`src/rtl/iram_loader_pkg.sv`:
```
// iram_loader_pkg: shared types and defaults for the instruction RAM program loader.
// Holds the loader state enum, error codes and the address/data widths
// shared with the instruction RAM and the HD controller.
package iram_loader_pkg;
  localparam int DEF_ADDR_W = 10;
  localparam int DEF_DATA_W = 32;
  localparam int DEF_HD_ADDR_W = 12;
  localparam int DEF_TIMEOUT = 64;
  typedef enum logic [2:0] {IDLE, READ, WAIT, WRITE, DONE, FAIL} state_t;
  localparam logic [1:0] ERR_NONE = 2'd0;
  localparam logic [1:0] ERR_RANGE = 2'd1;
  localparam logic [1:0] ERR_TIMEOUT = 2'd2;
endpackage

```
`src/rtl/hd_read_timer.sv`:
```
// hd_read_timer: wait counter for an HD read, flags when LIMIT cycles have elapsed.
// Ports: clk, rst_n (async active-low), load (restart at 1 next cycle),
//        en (count while waiting), expired (count has reached LIMIT).
module hd_read_timer #(
  parameter int LIMIT = 64
) (
  input  logic clk,
  input  logic rst_n,
  input  logic load,
  input  logic en,
  output logic expired
);
  localparam int W = $clog2(LIMIT + 1);
  logic [W-1:0] cnt;
  assign expired = cnt == W'(LIMIT);
  // Saturates at LIMIT so a long-stalled client never sees the flag drop.
  always_ff @(posedge clk or negedge rst_n)
    if (!rst_n) cnt <= '0;
    else if (load) cnt <= W'(1);
    else if (en && !expired) cnt <= cnt + 1'b1;
endmodule

```
`src/rtl/iram_program_loader.sv`:
```
// iram_program_loader: copies a block of HD words into instruction RAM, stalling the CPU meanwhile.
// Ports: clk, rst_n (async active-low); load_start/hd_base/ram_base/load_len command;
//        hd_read_req/hd_read_addr/hd_read_valid/hd_read_data HD read handshake;
//        iram_write_en/iram_address/iram_write_data RAM port (cpu_pc passes through when idle);
//        cpu_stall, load_busy, load_done (one-cycle pulse), load_error (sticky code).
module iram_program_loader
  import iram_loader_pkg::*;
#(
  parameter int ADDR_W = DEF_ADDR_W,
  parameter int DATA_W = DEF_DATA_W,
  parameter int HD_ADDR_W = DEF_HD_ADDR_W,
  parameter int TIMEOUT = DEF_TIMEOUT
) (
  input  logic                 clk,
  input  logic                 rst_n,
  input  logic                 load_start,
  input  logic [HD_ADDR_W-1:0] hd_base,
  input  logic [ADDR_W-1:0]    ram_base,
  input  logic [ADDR_W:0]      load_len,
  output logic                 hd_read_req,
  output logic [HD_ADDR_W-1:0] hd_read_addr,
  input  logic                 hd_read_valid,
  input  logic [DATA_W-1:0]    hd_read_data,
  output logic                 iram_write_en,
  output logic [ADDR_W-1:0]    iram_address,
  output logic [DATA_W-1:0]    iram_write_data,
  input  logic [ADDR_W-1:0]    cpu_pc,
  output logic                 cpu_stall,
  output logic                 load_busy,
  output logic                 load_done,
  output logic [1:0]           load_error
);
  localparam logic [ADDR_W+1:0] DEPTH = {2'b01, {ADDR_W{1'b0}}};
  state_t state;
  logic [HD_ADDR_W-1:0] hd_base_q;
  logic [ADDR_W-1:0] ram_base_q;
  logic [ADDR_W:0] len_q, count, count_nx;
  logic [ADDR_W+1:0] range_end;
  logic range_bad, hold, timeout;
  assign range_end = {2'b00, ram_base} + {1'b0, load_len};
  assign range_bad = range_end > DEPTH;
  assign count_nx = count + 1'b1;
  assign cpu_stall = load_busy;
  assign iram_address = state == IDLE ? cpu_pc : ram_base_q + count[ADDR_W-1:0];
  hd_read_timer #(.LIMIT(TIMEOUT)) u_timer (
    .clk(clk),
    .rst_n(rst_n),
    .load(state == READ),
    .en(state == WAIT),
    .expired(timeout)
  );
  // hold marks a command decided straight from IDLE (empty or out-of-range);
  // it keeps DONE/FAIL for a second cycle so the outcome is reported one cycle later.
  always_ff @(posedge clk or negedge rst_n)
    if (!rst_n) begin
      state <= IDLE;
      hd_base_q <= '0;
      ram_base_q <= '0;
      len_q <= '0;
      count <= '0;
      hold <= 1'b0;
      hd_read_req <= 1'b0;
      hd_read_addr <= '0;
      iram_write_en <= 1'b0;
      iram_write_data <= '0;
      load_busy <= 1'b0;
      load_done <= 1'b0;
      load_error <= ERR_NONE;
    end else begin
      hd_read_req <= 1'b0;
      iram_write_en <= 1'b0;
      load_done <= 1'b0;
      case (state)
        IDLE: if (load_start) begin
          hd_base_q <= hd_base;
          ram_base_q <= ram_base;
          len_q <= load_len;
          count <= '0;
          load_busy <= 1'b1;
          hold <= load_len == '0 || range_bad;
          load_error <= ERR_NONE;
          if (load_len == '0) state <= DONE;
          else if (range_bad) begin
            state <= FAIL;
            load_error <= ERR_RANGE;
          end else begin
            state <= READ;
            hd_read_req <= 1'b1;
            hd_read_addr <= hd_base;
          end
        end
        READ: state <= WAIT;
        WAIT: if (hd_read_valid) begin
          iram_write_data <= hd_read_data;
          iram_write_en <= 1'b1;
          state <= WRITE;
        end else if (timeout) begin
          state <= FAIL;
          load_error <= ERR_TIMEOUT;
        end
        WRITE: begin
          count <= count_nx;
          if (count_nx == len_q) begin
            state <= DONE;
            load_done <= 1'b1;
          end else begin
            state <= READ;
            hd_read_req <= 1'b1;
            hd_read_addr <= hd_base_q + HD_ADDR_W'(count_nx);
          end
        end
        DONE: begin
          hold <= 1'b0;
          load_done <= hold;
          load_busy <= hold;
          state <= hold ? DONE : IDLE;
        end
        FAIL: begin
          hold <= 1'b0;
          load_busy <= hold;
          state <= hold ? FAIL : IDLE;
        end
        default: state <= IDLE;
      endcase
    end
endmodule

```
`config.mk`:
```
export PLATFORM = sky130hd
export DESIGN_NAME = iram_program_loader
export DESIGN_NICKNAME = d
export VERILOG_FILES = /design/src/rtl/iram_loader_pkg.sv /design/src/rtl/hd_read_timer.sv /design/src/rtl/iram_program_loader.sv
export SDC_FILE = /design/constraint.sdc
export NUM_CORES = 1
export LEC_CHECK = 0
export CORE_MARGIN = 5
export CORE_UTILIZATION = 33
export DETAILED_ROUTE_END_ITERATION = 12
export PLACE_DENSITY = 0.6
export SETUP_SLACK_MARGIN = 0.05
export SYNTH_ARGS = -nofsm -noshare
export SYNTH_HDL_FRONTEND = slang
export SYNTH_SLANG_ARGS = --single-unit
```
`constraint.sdc`:
```
create_clock -name clk -period 3.4 [get_ports clk]
set_input_delay 0.34 -clock clk [delete_from_list [all_inputs] [get_ports clk]]
set_output_delay 0.34 -clock clk [all_outputs]
set_load 0.005 [all_outputs]
```
# After elaboration in Yosys (flattened, before gate mapping)
# Cells that the tools add are included.
[op_classes] add_sub_neg=5 magnitude_cmp=1 eq_ne=14 muxes=38 n_reduce_logical=17
[op_table] operator="$mux 12" count=4
[op_table] operator="$mux 3" count=8
[op_table] operator="$pmux 12 s2" count=1
[op_table] operator="$pmux 11 s2" count=1
[op_table] operator="$pmux 3 s6" count=1
[op_table] operator="$mux 7" count=2
[op_table] operator="$add 10x11->12" count=1
[op_table] operator="$add 12x11->12" count=1
[op_table] operator="$gt 12x11->1 const B" count=1
[op_table] operator="$ne 2x2->1 const B" count=6
[op_table] operator="$add 11x1->11 const B" count=1
[op_table] operator="$eq 11x11->1" count=1
[op_table] operator="$logic_not 11->1" count=1
[op_table] operator="$mux 1" count=11
[op_table] operator="$mux 11" count=1
[op_table] operator="$add 10x10->10" count=1
[op_table] operator="$mux 10" count=1
[op_table] operator="$reduce_and 2->1" count=5
[op_table] operator="$pmux 1 s2" count=4
[op_table] operator="$reduce_bool 2->1" count=4
[op_table] operator="$add 7x1->7 const B" count=1
[op_table] operator="$eq 7x7->1 const B" count=1
[op_table] operator="$eq 3x2->1 const B" count=2
[op_table] operator="$eq 3x3->1 const B" count=2
[op_table] operator="11 further kinds" count=13
[word_totals] ff_bits=105 input_bits=79 output_inout_bits=61 elab_cells=89

# Depth between registers and ports, before layout
# Gate-level depths: netlist of the first run.
[depth] ltp_word=6 mapped_depth=13 depth_no_buf=13

# Hierarchy
# Synthesis of the first run repeated with hierarchy kept, for this count alone.
[unflattened] hier_cells=663 hier_area_um2=6193.4
[modules_own_cells] module="iram_program_loader" instances=1 cells_per_inst=618 area_each_um2=5748.0 seq_area_each_um2=2452.4
[modules_own_cells] module="hd_read_timer" instances=1 cells_per_inst=45 area_each_um2=445.4 seq_area_each_um2=175.2

# Worst setup path after synthesis of the first run
# No wires, ideal clock.
[synth_path] path_type="register to register" startpoint="register count[0]" endpoint="register hd_read_addr[10]" setup_ps=125 t_arrival_ps=2947 required_time_ps=3275 path_slack_ps=328 path_stages_with_launch=14 path_buffers=0 period_less_slack_ps=3072 cell_sequence="dfrtp_1 ha_1 xnor2_1 inv_1 ha_1 a21o_1 a21oi_1 nor2b_1 o21a_1 o41a_1 a31oi_1 xor2_1 o21ai_0 mux2_4"
[synth_between] elab_chain_len=4 word_cells_on_any_way=7 cone_classes="add/sub (2); eq/ne (2); mux (2); reduce/logical (1)"
[synth_rtl] element="from (decl)" line="iram_program_loader.sv:37" rtl="logic [ADDR_W:0] len_q, count, count_nx;"
[synth_rtl] element="from (signal assigned)" line="iram_program_loader.sv:102" rtl="count <= count_nx;"
[synth_rtl] element="$add 11x1->11 *" line="iram_program_loader.sv:42" rtl="assign count_nx = count + 1'b1;"
[synth_rtl] element="$add 12x11->12 / $eq 11x11->1 (equally long branches)" line="iram_program_loader.sv:109, iram_program_loader.sv:103"
[synth_rtl] element="$mux 12 / $ne 2x2->1 (equally long branches)"
[synth_rtl] element="$pmux 12 s2 / $reduce_and 5->1 (equally long branches)"
[synth_rtl] element="to (signal assigned)" line="iram_program_loader.sv:89" rtl="hd_read_addr <= hd_base;"
[synth_rtl] element="to (signal assigned)" line="iram_program_loader.sv:109" rtl="hd_read_addr <= hd_base_q + HD_ADDR_W'(count_nx);"
[synth_rtl] element="to (decl)" line="iram_program_loader.sv:21" rtl="output logic [HD_ADDR_W-1:0] hd_read_addr,"
# Mark *: on every way between the ends. The rest lies on a longest branch, timed or not. The select of a mux whose other input is x is not followed.
# A chain may end at the register's enable or synchronous reset.

# Worst setup path in the final report of the first run
[layout_path] startpoint="input ram_base[1]" endpoint="register hd_read_addr[2]"
[layout_between] elab_chain_len=4
[layout_rtl] element="from (decl)" line="iram_program_loader.sv:18" rtl="input logic [ADDR_W-1:0] ram_base,"
[layout_rtl] element="$add 10x11->12" line="iram_program_loader.sv:40" rtl="assign range_end = {2'b00, ram_base} + {1'b0, load_len};"
[layout_rtl] element="$gt 12x11->1" line="iram_program_loader.sv:41" rtl="assign range_bad = range_end > DEPTH;"
[layout_rtl] element="$ne 2x2->1 (no line)"
[layout_rtl] element="$reduce_and 5->1 (no line)"
# No other way between the ends.

==> reports/qor.yml, run 1 <==
run_status:
  status: "finished clean"
global_route:
  grt_max_degree: 82
  grt_pass1_wl_um: 26600
  overflow: 0
  grt_pass1_vias: 5165
  grt_use_total_pct: 15.2
  antenna_found_initial: 0
setup_path:
  critical_path_class: "in -> reg"
  slowest_delay_ps: 480
  end_kind: "register"
  cp_max_fo: 7
  crit_chain: "clkdlybuf4s50_1 -> inv_1 -> fa_2 -> xor2_1 -> buf_4 -> buf_4 -> buf_4 -> o211ai_1 -> a211oi_2 -> o2111ai_2 -> o31ai_4 -> o2bb2ai_4 -> a31o_4 -> mux2_2"
  path_common_cell: "buf_4"
  worstRegToRegCells: 14
  cp-start-kind: "input pin"
  crit_arrival_ps: 3470
  required_ps: 3640
  slowest_stage: "clkdlybuf4s50_1"
cts:
  clk_path_buf_depth: 2
  cts_root_buf: "clkbuf_16"
  clock_latency_ps: 360
  clk_pin_slew_ps: 70
  hold_buffers: 0
  numCtsBuffers: 9
  htreeDepth: 3
  cts_tree: "built"
  cts.sinks: 105
sta:
  setup_viol_count_final: 0
  relSlewSlack_pct: 29.9
  fin_crit_sh_pct: 95.1
  finClkSkew_ps: 8.62
  rsz0062_at_grt: "false"
  period_needed_ps: 3230
  max_freq_mhz: 309
  report.final.hold_viol_count: 0
  worst_slew_pin_slew_ps: 1050
  setup_slack_ps: 168
  whs_ps: 165
  drv_slew: 0
pwr:
  p_clk_share_pct: 16.1
  irDropWorstVdd_mv: 0.428
  p_leak_uw: 0.00362
  powerDensity_nw_per_um2: 799
  p_total_uw: 6720
  p_comb_share_pct: 50.9
  p_switching_uw: 2310
  p_seq_share_pct: 32.9
  p_int_uw: 4410
  p_sw_share_pct: 34.3
yosys:
  synth.largest_area_cell: "dfrtp_1"
  netlist_area_um2: 6100
  syn-num-nets: 688
  synthFlopType: "dfrtp_1"
  ys_types: 61
  synth-xor-area-share_pct: 6.61
  synth_top_area_share_pct: 43.1
  synthArstFlopShare_pct: 100
  synth-simple-area-share_pct: 12.7
  synth_area_leaders: "dfrtp_1 43%, mux2_2 13%, ha_1 6.8%"
  ys_seq_elements: 105
  synth_top_family_by_area: "multiplexers"
  synth-compound-area-share_pct: 11.6
  synth_edf_count: 0
  ys_seq_area_share_pct: 43.1
  syn_area_per_cell_um2: 10.6
  synth.mux.area_fraction_pct: 15.1
  syn_inst: 573
  synth_fa_ha_area_share_pct: 7.76
  yosys_warnings: 0
cells_and_area:
  drive_above_1_share_pct: 23.6
  antenna_cells: 0
  final.fill_count: 1674
  syn_to_final_growth_pct: 38.0
  fin_util_pct: 46.5
  nets: 856
place:
  place.gp.congestion: 0.816
  port_buffers: 139
  hpwl_um: 11700
  dp_worst_setup_slack_ps: -540
route:
  ant_nets: 0
  route.detailed.drc: 0
  dr.pass1.iters: 4
  viasPerCell: 4.98
  totalWireLength_um: 16100
  first_iter_violations: 245
  avgRoutedWirePerCell_um: 16.5
  vias: 4853
die:
  die_area_um2: 21300
  core_area_um2: 18100
  initial_utilization_pct: 33.7
  ios: 140
  die_h_um: 146
  rows: 49
  die_x_um: 146
flow_run:
  maxCapViolations: 0
min_path:
  hold_path.class: "in -> async"
## flip-flops by register name, indices dropped and copies added (netlist names), 2 cells and up
register and cells:
hd_read_addr 12, ram_base_q 10, iram_write_data 32, u_timer.cnt 7, hd_base_q 12, len_q 11, state 3, count 11
load_error 2
## worst paths after layout
path / startpoint / endpoint / slack (ps)
worst max-delay path: ram_base[1] / hd_read_addr[2]$_DFFE_PN0P_ / 170
worst min-delay path: rst_n / iram_write_data[4]$_DFFE_PN0P_ / 160
worst max register to register: count[0]$_DFFE_PN0P_ / hd_read_addr[10]$_DFFE_PN0P_ / 210
worst min register to register: count[10]$_DFFE_PN0P_ / count[10]$_DFFE_PN0P_ / 510
max in group asynchronous: rst_n / ram_base_q[3]$_DFFE_PN0P_ / 2390
min in group clk: ram_base[0] / ram_base_q[0]$_DFFE_PN0P_ / 420
## layer usage
layer  part of all wire, %  routed length, um  global-route usage [%]  vias to the layer above
met2                    48               7720                    25.3                      143
met4                   2.5                410                    5.51                        0
met3                   7.9               1270                    5.54                       26
met1                    42               6720                    18.2                     2319
li1                      -                  -                       -                     2365
met5                     0                  0                       0                        -
## power by group through the flow
stage | registers [uW] | logic [uW] | clock network, uW
finish | 2210 | 3420 | 1080
detailed placement | 2240 | 3300 | 0
global route | 2300 | 3770 | 1170
floorplan | 2130 | 1920 | 0
global placement | 2220 | 3230 | 0
CTS | 2220 | 3410 | 1120
## cells in the final DEF (no fill, tap or decap), types with 4 or more instances in the layout
| cell type | n |
|---|---|
| a21o_1 | 10 |
| a21oi_1 | 13 |
| buf_4 | 40 |
| clkbuf_16 | 9 |
| clkdlybuf4s50_1 | 134 |
| dfrtp_1 | 103 |
| ha_1 | 30 |
| inv_1 | 20 |
| mux2_2 | 69 |
| mux2_4 | 9 |
| nand2_1 | 55 |
| nand2b_1 | 7 |
| nand3_1 | 12 |
| nor2_1 | 39 |
| nor2b_1 | 5 |
| nor3_1 | 13 |
| nor3_2 | 4 |
| nor4_1 | 4 |
| o21ai_0 | 33 |
| o21ai_1 | 4 |
| o22ai_1 | 5 |
| o31ai_1 | 5 |
| or2_2 | 4 |
| xnor2_1 | 22 |
| xor2_1 | 22 |
## cell usage after synthesis, types with 7 or more instances
library cell,number
a21oi_1,16
nand2_1,55
dfrtp_1,105
mux2_4,9
a21o_1,10
nand2b_1,7
xor2_1,22
ha_1,33
mux2_2,69
clkbuf_1,12
nand3_1,12
nor2_1,39
xnor2_1,24
o21ai_0,39
inv_1,20
nor3_1,16
## worst max-delay path: cells and delay by family
kind | cells | cell delay [ps]
xor gates and xnor gates | 1 | 200
adders and majority gates | 1 | 390
buffers and inverters | 5 | 860
AOI/OAI and AO/OA | 6 | 1310
muxes | 1 | 350
## logic make-up after synthesis
kind of cell | Yosys count
XOR/XNOR | 46
AND/OR/NAND/NOR | 159
flip-flops | 105
buffers and inverters | 42
adder cells (fa/ha/maj) | 36
multiplexers | 79
AO/OA/AOI/OAI | 106
## stage by stage
step	setup TNS, ps	area [um2]	cells
after floorplan	0	6100	573
after global placement	-4240	7890	949
after detailed placement	-6610	7890	949
after CTS	0	8320	974
after global routing	0	8410	975
final	0	8410	975
## layout make-up
| type | instances | area, um2 | share of cell area [%] |
|---|---|---|---|
| Inverter | 20 | 75.1 | 0.892 |
| Multi-Input combinational cell | 427 | 3440 | 40.9 |
| Clock buffer | 9 | 225 | 2.68 |
| Clock inverter | 7 | 77.6 | 0.922 |
| Timing Repair Buffer | 178 | 1680 | 20.0 |
| Tap cell | 229 | 287 | 3.41 |
| Sequential cell | 105 | 2630 | 31.3 |
## repair_timing
action                     CTS  global route
cloned                       1             0
setup buffers                8             1
pin swaps                   11            12
gates resized for setup     20            19
setup endpoints to repair   16            15
(Power assumes the default switching activity.)
==> run 2, diff against run 1 <==
==> constraint.sdc (replaced) <==
create_clock -name clk -period 3.8 [get_ports clk]
set_input_delay 0.38 -clock clk [delete_from_list [all_inputs] [get_ports clk]]
set_output_delay 0.38 -clock clk [all_outputs]
set_load 0.005 [all_outputs]
==> reports/qor.yml, run 2 (synthesis gave the netlist of run 1 again) <==
setup_path:
  required_ps: 4040  # was 3640 ps
  ff2ff_setup_slack_ps: 470  # was 210 ps
  slowest_delay_ps: 500  # was 480 ps
  critical_path_class: "in -> reg"  # unchanged
  cp-start-kind: "input pin"  # unchanged
  crit_chain: "clkdlybuf4s50_1 -> ha_1 -> inv_1 -> fa_1 -> xor2_1 -> nand4b_1 -> or3_1 -> a211oi_1 -> o2111ai_1 -> o21ai_1 -> a31o_4 -> mux2_2"  # was clkdlybuf4s50_1 -> inv_1 -> fa_2 -> xor2_1 -> buf_4 -> buf_4 -> buf_4 -> o211ai_1 -> a211oi_2 -> o2111ai_2 -> o31ai_4 -> o2bb2ai_4 -> a31o_4 -> mux2_2
  slowest_stage: "clkdlybuf4s50_1"  # unchanged
  cp_max_fo: 7  # unchanged
  r2r_end: "hd_read_addr[1]$_DFFE_PN0P_"  # was hd_read_addr[10]$_DFFE_PN0P_
  r2r_start: "count[2]$_DFFE_PN0P_"  # was count[0]$_DFFE_PN0P_
  crit_arrival_ps: 3830  # was 3470 ps
  end_kind: "register"  # unchanged
  worstRegToRegCells: 9  # was 14
cts:
  cts.sinks: 105  # unchanged
  post_cts_buffers: 0  # was 8
  numCtsBuffers: 9  # unchanged
  clk_path_buf_depth: 2  # unchanged
  htreeDepth: 3  # unchanged
  cts_tree: "built"  # unchanged
  clock_latency_ps: 360  # about the same
  clk_pin_slew_ps: 70  # about the same
  cts_root_buf: "clkbuf_16"  # unchanged
global_route:
  grt_max_degree: 73  # was 82
  grt_use_total_pct: 14.5  # was 15.2%
  grt_pass1_wl_um: 25400  # was 26600 um
  antenna_found_initial: 1  # was 0
  grt_pass1_vias: 5067  # was 5165
  overflow: 0  # unchanged
sta:
  report.final.hold_viol_count: 0  # unchanged
  setup_viol_count_final: 0  # unchanged
  max_freq_mhz: 279
  finClkSkew_ps: 8.39  # was 8.62 ps
  drv_slew: 0  # unchanged
  worst_slew_pin_slew_ps: 924  # was 1050 ps
  fin_crit_sh_pct: 94.4
  relSlewSlack_pct: 38.4  # was 29.9%
  period_needed_ps: 3590
  rsz0062_at_grt: "true"  # was false
place:
  place_inst: 930  # was 949
  dpl_cell_area_um2: 7750  # was 7890 um2
  port_buffers: 139  # unchanged
  hpwl_um: 11700  # about the same
  place.gp.congestion: 0.816  # about the same
route:
  viasPerCell: 5.01  # was 4.98
  first_iter_violations: 246  # was 245
  dr.pass1.iters: 4  # unchanged
  ant_nets: 0  # unchanged
  avgRoutedWirePerCell_um: 16.7  # was 16.5 um
  vias: 4740  # was 4853
  route.detailed.drc: 0  # unchanged
  totalWireLength_um: 15800  # was 16100 um
die:
  die_x_um: 146  # unchanged
  rows: 49  # unchanged
  die_h_um: 146  # unchanged
  initial_utilization_pct: 33.7  # unchanged
  ios: 140  # unchanged
  die_area_um2: 21300  # unchanged
  core_area_um2: 18100  # unchanged
cells_and_area:
  layout_commonest_cell: "clkdlybuf4s50_1"  # unchanged
  final_cell_mix: "138 x clkdlybuf4s50_1, 104 x dfrtp_1, 69 x mux2_2"  # was 134 x clkdlybuf4s50_1, 103 x dfrtp_1, 69 x mux2_2
  nets: 828  # was 856
  final_area_um2: 8110  # was 8410 um2
  fin_cells: 947  # was 975
  final.fill_count: 1672  # was 1674
  largest_register_ffs: 32  # unchanged
  top_regs: "iram_write_data x32, hd_base_q x12, hd_read_addr x12"  # unchanged
  antenna_cells: 0  # unchanged
  drive_above_1_share_pct: 17.8  # was 23.6%
  top_register: "iram_write_data"  # unchanged
  syn_to_final_growth_pct: 33.0  # was 38.0%
pwr:
  irDropWorstVdd_mv: 0.361  # was 0.428 mV
  p_leak_uw: 0.00347  # was 0.00362 uW
  powerDensity_nw_per_um2: 731  # was 799 nW/um2
flow_run:
  maxCapViolations: 0  # unchanged
min_path:
  hold_path.class: "in -> async"  # unchanged
run_status:
  status: "finished clean"  # unchanged
-- run 2: cell types whose count changed in the layout (fill, tap and decap cells not counted), moves of 3 or more --
cell,before,now
buf_4,40,12
ha_1,30,33
o21ai_0,33,37
a21oi_1,13,16
clkdlybuf4s50_1,134,138
inv_6,3,0
dlygate4sd2_1,3,0
a21oi_2,3,0
-- run 2: power by group --
| part | total [uW] | internal, uW | switching (uW) |
|---|---|---|---|
| clock network | 1040 | 611 | 424 |
| logic | 2920 | 1720 | 1200 |
| registers | 1980 | 1620 | 364 |
-- run 2: cell type report --
type | instances | area, um2 | area share, %
tap | 229 | 287 | 3.53
inverter | 20 | 75.1 | 0.926
multi-input combinational | 427 | 3320 | 40.9
timing repair buffer | 150 | 1470 | 18.1
clock inverter | 5 | 77.6 | 0.957
clock buffer | 11 | 253 | 3.12
sequential | 105 | 2630 | 32.4
-- run 2: how the worst max path moves through the flow --
stage	start	end	slack (ps)
CTS	count[0]$_DFFE_PN0P_	iram_address[8]	50
detailed placement	load_len[0]	hd_read_addr[2]$_DFFE_PN0P_	-120
finish	ram_base[0]	hd_read_addr[2]$_DFFE_PN0P_	210
global placement	load_len[0]	hd_read_addr[2]$_DFFE_PN0P_	-9
global route	count[2]$_DFFE_PN0P_	iram_address[8]	40
floorplan	count[0]$_DFFE_PN0P_	hd_read_addr[10]$_DFFE_PN0P_	730
-- run 2: per-stage QoR --
step | worst slack [ps] | hold slack (ps) | utilization [%] | setup TNS (ps) | power (uW)
after floorplan | 728 | 84.4 | - | 0 | 3620
after global placement | -9.10 | 489 | 42.8 | -17.6 | 4830
after detailed placement | -121 | 496 | 42.8 | -979 | 4910
after CTS | 51.1 | 193 | 44.7 | 0 | 5980
after global routing | 43.1 | 254 | 44.8 | 0 | 6370
final | 213 | 155 | 44.8 | 0 | 5930
-- run 2: critical path: cells and delay by family --
kind            cells  cell delay (ps)
compound gates      4             1320
xor+xnor            1              200
simple gates        2              450
buf+inv             2              550
fa+ha+maj           2              560
mux                 1              360
-- run 2: what timing repair did --
action                     in CTS  in global routing
hold buffers                    0                  0
gates resized for setup         0                  7
setup endpoints to repair       0                  3
-- run 2: metal layers --
metal	track usage, %	up-vias	share of wire, %
li1	-	2298	-
met1	17.0	2281	42
met2	24.7	132	48
met3	5.29	27	7.4
met4	4.99	2	1.8
met5	0	-	0.095
==> run 3, diff against run 2 <==
--- a/config.mk
+++ b/config.mk
@@ -5,10 +5,11 @@
 export SDC_FILE = /design/constraint.sdc
 export NUM_CORES = 1
 export LEC_CHECK = 0
+export ABC_AREA = 1
 export CORE_MARGIN = 5
 export CORE_UTILIZATION = 33
 export DETAILED_ROUTE_END_ITERATION = 12
-export PLACE_DENSITY = 0.6
+export PLACE_DENSITY = 0.59
 export SETUP_SLACK_MARGIN = 0.05
 export SYNTH_ARGS = -nofsm -noshare
 export SYNTH_HDL_FRONTEND = slang
==> reports/qor.yml, run 3 <==
run_status:
  status: "finished clean"  # unchanged
setup_path:
  required_ps: 3420  # was 4040 ps
  cp-start-kind: "register"  # was input pin
  cp_max_fo: 5  # was 7
  critical_path_class: "reg -> out"  # was in -> reg
  crit_arrival_ps: 2920  # was 3830 ps
  end_kind: "output pin"  # was register
die:
  initial_utilization_pct: 33.5  # was 33.7%
  die_area_um2: 21900  # was 21300 um2
  die_h_um: 148  # was 146 um
  die_x_um: 148  # was 146 um
  ios: 140  # unchanged
  rows: 50  # was 49
  core_area_um2: 18800  # was 18100 um2
route:
  route.detailed.drc: 0  # unchanged
  totalWireLength_um: 17700  # was 15800 um
  dr.pass1.iters: 4  # unchanged
  viasPerCell: 4.65  # was 5.01
  ant_nets: 0  # unchanged
  avgRoutedWirePerCell_um: 14.1  # was 16.7 um
  first_iter_violations: 341  # was 246
  vias: 5835  # was 4740
cells_and_area:
  final.fill_count: 1949  # was 1672
  antenna_cells: 0  # unchanged
  syn_to_final_growth_pct: 30.9  # was 33.0%
  top_register: "iram_write_data"  # unchanged
  largest_register_ffs: 32  # unchanged
  top_regs: "iram_write_data x32, hd_base_q x12, hd_read_addr x12"  # unchanged
  layout_commonest_cell: "nand2_1"  # was clkdlybuf4s50_1
  final_cell_mix: "362 x nand2_1, 138 x clkdlybuf4s50_1, 105 x dfrtp_1"  # was 138 x clkdlybuf4s50_1, 104 x dfrtp_1, 69 x mux2_2
  nets: 1130  # was 828
  drive_above_1_share_pct: 4.12  # was 17.8%
yosys:
  syn-num-nets: 993  # was 688
  ys_types: 35  # was 61
  synth_common_cells: "362 x nand2_1, 105 x dfrtp_1, 92 x inv_1, 61 x nand3_1, 52 x o21ai_0"  # was 105 x dfrtp_1, 69 x mux2_2, 55 x nand2_1, 39 x nor2_1, 39 x o21ai_0
  ys_seq_elements: 105  # unchanged
  netlist_area_um2: 6290  # was 6100 um2
  yosys_warnings: 0  # unchanged
  ys_seq_area_share_pct: 41.8  # was 43.1%
  yosysMostFrequentCell: "nand2_1"  # was dfrtp_1
  synth_area_leaders: "dfrtp_1 42%, nand2_1 22%, ha_1 6.6%"  # was dfrtp_1 43%, mux2_2 13%, ha_1 6.8%
  synthFlopType: "dfrtp_1"  # unchanged
  synthArstFlopShare_pct: 100  # unchanged
  synth_edf_count: 0  # unchanged
  syn_area_per_cell_um2: 7.17  # was 10.6 um2
  syn_inst: 878  # was 573
  synth_top_area_share_pct: 41.8  # was 43.1%
  synth.largest_area_cell: "dfrtp_1"  # unchanged
sta:
  fin_crit_sh_pct: 86.7  # was 94.4%
  finClkSkew_ps: 12.1  # was 8.39 ps
  relSlewSlack_pct: 36.7  # was 38.4%
  report.final.hold_viol_count: 0  # unchanged
  drv_slew: 0  # unchanged
  tns_ps: 0  # unchanged
  setup_viol_count_final: 0  # unchanged
  rsz0062_at_grt: "false"  # was true
  worst_slew_pin_slew_ps: 950  # was 924 ps
  period_needed_ps: 3300  # was 3590 ps
  max_freq_mhz: 303  # was 279 MHz
  setup_slack_ps: 504  # was 213 ps
  whs_ps: 165  # was 155 ps
cts:
  clk_pin_slew_ps: 80  # was 70 ps
  clk_path_buf_depth: 2  # unchanged
  cts.sinks: 105  # unchanged
  hold_buffers: 0  # unchanged
  numCtsBuffers: 9  # unchanged
  post_cts_buffers: 0  # unchanged
  clock_latency_ps: 350  # was 360 ps
  cts.repair.resized: 0  # unchanged
  cts_tree: "built"  # unchanged
  cts_root_buf: "clkbuf_16"  # unchanged
  htreeDepth: 3  # unchanged
flow_run:
  maxCapViolations: 0  # unchanged
global_route:
  grt_use_total_pct: 16.6  # was 14.5%
  grt_pass1_wl_um: 29300  # was 25400 um
  grt_pass1_vias: 5753  # was 5067
  grt_max_degree: 73  # unchanged
  antenna_found_initial: 0  # was 1
  overflow: 0  # unchanged
pwr:
  p_leak_uw: 0.00412  # was 0.00347 uW
  powerDensity_nw_per_um2: 649  # was 731 nW/um2
  irDropWorstVdd_mv: 0.327  # was 0.361 mV
  p_total_uw: 5340  # was 5930 uW
place:
  port_buffers: 139  # unchanged
  place.gp.congestion: 0.865  # was 0.816
  hpwl_um: 13700  # was 11700 um
  dp_worst_setup_slack_ps: 662  # was -121 ps
min_path:
  hold_path.class: "in -> async"  # unchanged
==> run 3: cell types whose count changed after synthesis, moves of 12 or more <==
cell,previous run,this run
inv_1,20,92
o21ai_0,39,52
nand3_1,12,61
xnor2_1,24,4
mux2_2,69,0
a21oi_1,16,28
nand2_1,55,362
==> run 3: path summary, 6_finish.rpt <==
path / startpoint / end / slack, ps / cells past startpoint
min: rst_n / iram_write_data[20]$_DFFE_PN0P_ / 170 / 1
max: count[0]$_DFFE_PN0P_ / iram_address[8] / 500 / 13
min in group clk: u_timer.cnt[6]$_DFFE_PN0P_ / u_timer.cnt[6]$_DFFE_PN0P_ / 460 / 1
max reg2reg: count[0]$_DFFE_PN0P_ / hd_read_addr[9]$_DFFE_PN0P_ / 1030 / 18
max in group asynchronous: rst_n / count[0]$_DFFE_PN0P_ / 2800 / 2
min reg2reg: u_timer.cnt[6]$_DFFE_PN0P_ / u_timer.cnt[6]$_DFFE_PN0P_ / 460 / 1
==> run 3: cell type report <==
class	count	area [um2]	share of cell area, %
Inverter	97	364	4.42
Clock inverter	6	71.3	0.866
Clock buffer	10	229	2.78
Multi-Input combinational cell	654	3200	38.8
Tap cell	234	293	3.55
Timing Repair Buffer	148	1460	17.7
Sequential cell	105	2630	31.9
==> run 3: per-layer routing <==
layer	GRT usage, %	wire length, um	share of wire, %	vias up
met5	0	0	0	-
met1	23.1	8450	48	2618
li1	-	-	-	3073
met4	5.45	386	2.2	0
met2	26.7	8130	46	122
met3	2.16	754	4.3	22
==> run 3: where the power goes <==
part | switching [uW] | internal [uW] | total [uW]
clock | 444 | 520 | 965
sequential | 276 | 1570 | 1840
combinational | 1330 | 1200 | 2540
total | 2050 | 3290 | 5340
==> run 3: critical path, stage by stage, from the launching register on <==
cell	delay, ps
dfrtp_1	450
ha_1	230
inv_1	90
fa_1	390
o21ai_0	240
nand2_1	100
nand2_1	70
a21oi_1	80
nor2_1	90
o21ai_0	100
nand3_1	80
nand3_1	90
nand2_1	60
clkdlybuf4s50_1	500
==> run 3: through the flow <==
step | instances | cell area, um2 | util [%]
finish | 1254 | 8240 | 43.9
global route | 1254 | 8240 | 43.9
CTS | 1254 | 8240 | 43.9
detailed placement | 1238 | 7940 | 42.3
global placement | 1238 | 7940 | 42.3
floorplan | 878 | 6290 | -
==> run 3: logic make-up (layout without fill, tap and decap cells) <==
| group | count (synthesis) | count (layout) | share of synthesized area (%) |
|---|---|---|---|
| flops | 105 | 105 | 41.8 |
| buf+inv | 119 | 261 | 7.52 |
| compound gates | 97 | 97 | 8.13 |
| xor+xnor | 16 | 16 | 2.23 |
| fa+ha+maj | 36 | 36 | 7.52 |
| simple gates | 505 | 505 | 32.8 |
